$ cat src/rtl/reg_file.sv
// rtl/reg_file.sv - 32x32 register file, two operand read ports plus a debug read port, $0 hardwired to zero
// Optional macro RF_BYPASS_EN: forward same-cycle writeback data to the operand read ports.
`timescale 1ns/1ps
module reg_file #(
  parameter int DATA_WIDTH = 32,
  parameter int ADDR_WIDTH = 5
) (
  input  logic                  clk,
  input  logic                  rst,
  input  logic [ADDR_WIDTH-1:0] rd_addr_a,
  output logic [DATA_WIDTH-1:0] rd_data_a,
  input  logic [ADDR_WIDTH-1:0] rd_addr_b,
  output logic [DATA_WIDTH-1:0] rd_data_b,
  input  logic                  wr_en,
  input  logic [ADDR_WIDTH-1:0] wr_addr,
  input  logic [DATA_WIDTH-1:0] wr_data,
  input  logic [ADDR_WIDTH-1:0] dbg_addr,
  output logic [DATA_WIDTH-1:0] dbg_data
);

  localparam int DEPTH = 1 << ADDR_WIDTH;

  logic [DATA_WIDTH-1:0] regs [DEPTH];
  logic [DATA_WIDTH-1:0] stored_a;
  logic [DATA_WIDTH-1:0] stored_b;
  logic                  wr_live;

  // Writes to $0 are dropped so entry 0 holds the zero it got at reset.
  assign wr_live = wr_en && !rst && (wr_addr != '0);

  always_ff @(posedge clk) begin
    if (rst) begin
      for (int i = 0; i < DEPTH; i++) begin
        regs[i] <= '0;
      end
    end else if (wr_live) begin
      regs[wr_addr] <= wr_data;
    end
  end

  assign stored_a = (rd_addr_a == '0) ? '0 : regs[rd_addr_a];
  assign stored_b = (rd_addr_b == '0) ? '0 : regs[rd_addr_b];
  assign dbg_data = (dbg_addr  == '0) ? '0 : regs[dbg_addr];

`ifdef RF_BYPASS_EN
  // wr_live already excludes $0 and reset cycles, so the forward never breaks those rules.
  assign rd_data_a = (wr_live && (rd_addr_a == wr_addr)) ? wr_data : stored_a;
  assign rd_data_b = (wr_live && (rd_addr_b == wr_addr)) ? wr_data : stored_b;
`else
  assign rd_data_a = stored_a;
  assign rd_data_b = stored_b;
`endif

endmodule

$ cat config.mk
export PLATFORM = sky130hd
export DESIGN_NAME = reg_file
export DESIGN_NICKNAME = d
export VERILOG_FILES = /design/src/rtl/reg_file.sv
export SDC_FILE = /design/constraint.sdc
export NUM_CORES = 2
export LEC_CHECK = 0
export CAP_MARGIN = 20
export CORE_ASPECT_RATIO = 1.1
export CORE_MARGIN = 5
export CORE_UTILIZATION = 55
export CTS_CLUSTER_DIAMETER = 120
export DETAILED_ROUTE_END_ITERATION = 16
export PLACE_DENSITY = 0.76
export SYNTH_ARGS = -nofsm -noshare
export SYNTH_HDL_FRONTEND = slang
export SYNTH_SLANG_ARGS = --single-unit
$ cat constraint.sdc
create_clock -name clk -period 3.9 [get_ports clk]
set_clock_uncertainty 0.2 [all_clocks]
set_input_delay 0.78 -clock clk [delete_from_list [all_inputs] [get_ports clk]]
set_output_delay 0.78 -clock clk [all_outputs]
set_load 0.1 [all_outputs]
After elaboration in Yosys (flattened, before gate mapping)
Memories as Yosys holds them, arrays and structs flattened.
Cells that the tools add are included.

word-level totals
  logic and storage cells = 20
  register bits = 0
  RAM bits = 1024
  memories kept = 1

operators by class
  reduce and logical (&&, ||, !) cells = 8
  mux-type cells = 11

memory list
  memory  depth  bits a word  rd ports  clocked after Yosys merged registers in  write ports  line  source
  regs    32     32           3         0                                        32           23    logic [DATA_WIDTH-1:0] regs [DEPTH];

operator list
  operator           number
  $mux 32            4
  $reduce_or 32->1   1
  $logic_not 5->1    3
  $mux 1             6
  $mux 5             1
  $reduce_bool 5->1  1
  $logic_and 1x1->1  2
  $logic_not 1->1    1

Longest topological paths before layout
  depth after elaboration = 8
  mapped depth = 10
  depth with buffers taken out = 4

Worst setup path before layout
OpenSTA, ideal clock, no wires.

  kind = input to output
  start = in rd_addr_b[0]
  end = out rd_data_b[17]
  arrival time = 4.854 ns
  cell stages on the path = 7
  data required time = 2.920 ns
  setup slack = -1.934 ns
  cell sequence = clkbuf_2 -> buf_4 -> buf_2 -> buf_2 -> clkbuf_1 -> a211oi_1 -> nor4_1

between the ends
  longest elaborated chain between the ends = 2
  elaborated cells on any way between the ends = 3

RTL lines
  element                                                  line  source
  start: declaration                                       12    input logic [ADDR_WIDTH-1:0] rd_addr_b,
  $mem_v2 32x32 / $logic_not 5->1 (equally long branches)  n/a
  $mux 32 (*)                                              42    assign stored_b = (rd_addr_b == '0) ? '0 : regs[rd_addr_b];
  end: declaration                                         13    output logic [DATA_WIDTH-1:0] rd_data_b,

Every way passes the cells marked *; elsewhere a longest branch is shown, timed or not.

Worst setup path in the final report
  start = in dbg_addr[2]
  end = out dbg_data[13]

between the ends
  longest elaborated chain between the ends = 2
  elaborated cells on any way between the ends = 3

RTL lines
  element                                                  line  source
  start: declaration                                       17    input logic [ADDR_WIDTH-1:0] dbg_addr,
  $mem_v2 32x32 / $logic_not 5->1 (equally long branches)  n/a
  $mux 32 (*)                                              43    assign dbg_data = (dbg_addr == '0) ? '0 : regs[dbg_addr];
  end: declaration                                         18    output logic [DATA_WIDTH-1:0] dbg_data

Marked as above.

==> out/qor.yml <==
sta:
  setup_viol: 12
  period_needed_ns: 3.97
  relSlewSlack: 0.189
  hold_viol: 0
  worst_pin_slew_ns: 1.21
  finalCritPeriodShare: 1.02
  timing.fmax_mhz: 252
  fin_hold_ws_ns: 0.402
  setup_ws_ns: -0.0707
  rsz0062_at_grt: "yes"
  maxSlewViolCount: 0
drt:
  drc: 0
  routed_wl_um: 246000
  avgRoutedWirePerCell_um: 38.6
  drtIter0Drc: 7938
  final_antenna_net_count: 0
  vias: 46900
  vias_per_cell: 7.36
  dr.pass1.iters: 8
clock_network:
  clock_path_buffers: 3
  clk_pin_slew_ns: 0.06
  numClockSinks: 1024
  cts_buffers: 110
  cts-hold-fix-buffers: 0
  cts_max_level: 3
  clock-root-buffer: "clkbuf_16"
  cts_tree: "built"
floorplan:
  ioPinCount: 151
  die_w_um: 332
  dieArea_mm2: 0.121
  rows: 129
  core_area_mm2: 0.113
  start_util: 0.555
  die_y_um: 364
synth:
  ys_seq_elements: 1024
  ys_seq_area_frac: 0.491
  async_flop_share: 0
  synthDistinctLibCells: 43
  syn_area_mm2: 0.0626
  post-synth-top-area-fraction: 0.491
  postSynthCellCount: 4321
  synth_edf_count: 1024
  ys_top_cells_by_area: "edfxtp_1, mux4_2, and2_1"
  synth_top_area_cell: "edfxtp_1"
  ys_warn_count: 0
  ys.flop_type: "edfxtp_1"
  avgSynthCellArea_um2: 14.5
flow_run:
  cap_violations: 0
grt:
  grt_pass1_wl_um: 342000
  grt_max_degree: 42
  grt_use_total: 0.399
  antenna_found_initial: 20
  grt.overflow.total: 0
  first_global_vias: 46900
setup_path:
  cp-start-kind: "input port"
  critPathArrivalTime_ns: 2.99
  path_class: "input port to primary output"
  required_ns: 2.92
  crit_fanout: 11
  critPathCaptureType: "primary output"
finish:
  stdcell_area_mm2: 0.0772
  area_growth_pct: 23.3
  drive_gt1_frac: 0.378
  top_regs: "regs (1024)"
  final_util: 0.684
  nets: 4823
  largest_register_ffs: 1024
  top_register: "regs"
pwr:
  vdd_drop_max_uv: 338
  p_leak_nw: 28.0
  power.total_mw: 31.1
  power_density_mw_per_mm2: 403
place:
  io_buffers: 150
  dpl_cell_area_mm2: 0.0718
  gp_congestion: 0.999
  place_ws_ns: -0.601
  dpl.hpwl_um: 161000
status:
  violations: "negative setup slack"
  outcome: "finished, violations left"
min_path:
  worstHoldEndpoint: "regs[0][11]"
  hp-start: "rst"
  hold_path_depth: 1
  min_path_type: "input port to flop"
## placed cells by master, fill, tap and decap left out, types with 40 or more instances in the layout
cell type	n
nor3_4	40
buf_12	194
o22ai_1	55
and2_1	1006
edfxtp_1	1024
clkbuf_16	121
mux2_2	64
a22oi_1	71
nor2b_1	51
a21oi_1	58
buf_4	486
mux4_2	623
a22o_1	53
clkdlybuf4s50_1	40
mux2i_1	355
## area by class of cell
type	count	area, um^2
fillers	7443	35600
repair buffers	796	9390
inverters	26	97.6
flip-flops and latches	1024	30700
clock buffers	132	2900
multi-input cells	2810	31500
diodes	13	32.5
well taps	1506	1880
clock inverters	73	603
## kinds of logic after synthesis
kind of cell    share of synthesized area
compound gates                     0.0548
buf+inv                            0.0369
flops                               0.491
mux                                 0.293
other cells                     0.0000599
simple gates                        0.124
## cell usage after synthesis (3+ instances only)
master / number
nor4_1: 25
nand2_1: 20
or3b_2: 4
mux4_2: 623
mux2i_1: 359
buf_4: 37
inv_1: 26
o221ai_1: 28
or3_1: 3
nor2_1: 61
nand2b_1: 4
buf_2: 90
clkbuf_1: 335
a22oi_1: 71
a21oi_1: 63
o22ai_1: 69
and2_1: 1008
nor2b_1: 56
a2111oi_0: 30
buf_6: 15
a221oi_1: 25
a311oi_1: 4
buf_1: 14
edfxtp_1: 1024
a211oi_1: 61
nand3b_1: 5
nor3_1: 40
nand3_1: 6
o32ai_1: 17
a22o_1: 63
and2_0: 4
a31oi_1: 3
or2_2: 32
mux2_2: 64
a211o_1: 24
## what timing repair did
item	in CTS	in global routing
setup endpoints to repair	64	69
resized for setup	134	62
cloned	10	6
setup buffers	16	23
pin swaps	10	10
## metal layers
metal  vias up  routed length [um]  global-route usage
met5         -                  41                   0
met4         6               25000               0.320
met3      1053               34200               0.106
met2      4404              110000               0.610
met1     23500               76600               0.483
li1      18000                   -                   -
## critical path: stages
cell	delay [ns]
buf_6	0.24
buf_12	0.20
or3b_4	0.46
buf_12	0.18
buf_12	0.13
o22ai_1	0.16
a2111oi_1	0.08
buf_4	0.21
nor3_4	0.28
buf_12	0.23
## worst max-delay path by stage
stage,to,startpoint,depth (start not counted)
floorplan,rd_data_b[15],rd_addr_b[1],8
global placement,dbg_data[30],dbg_addr[3],9
detailed placement,dbg_data[3],dbg_addr[3],9
CTS,rd_data_a[10],regs[31][10],6
global route,dbg_data[13],dbg_addr[3],10
finish,dbg_data[13],dbg_addr[2],10
## power breakdown
group / internal [mW] / switching, mW
Combinational: 3.16 / 4.28
Sequential: 12.7 / 0.501
Clock: 5.86 / 4.55
Total: 21.8 / 9.32
## through the flow
stage                     instances  setup TNS [ns]
after detailed placement       6098          -12.97
final                          6380          -0.389
after CTS                      6328         -0.0315
after global placement         6093          -14.83
after global routing           6368          -0.321
after floorplan                4352           -3.97
Note: power is estimated with default switching activity, not from simulation.
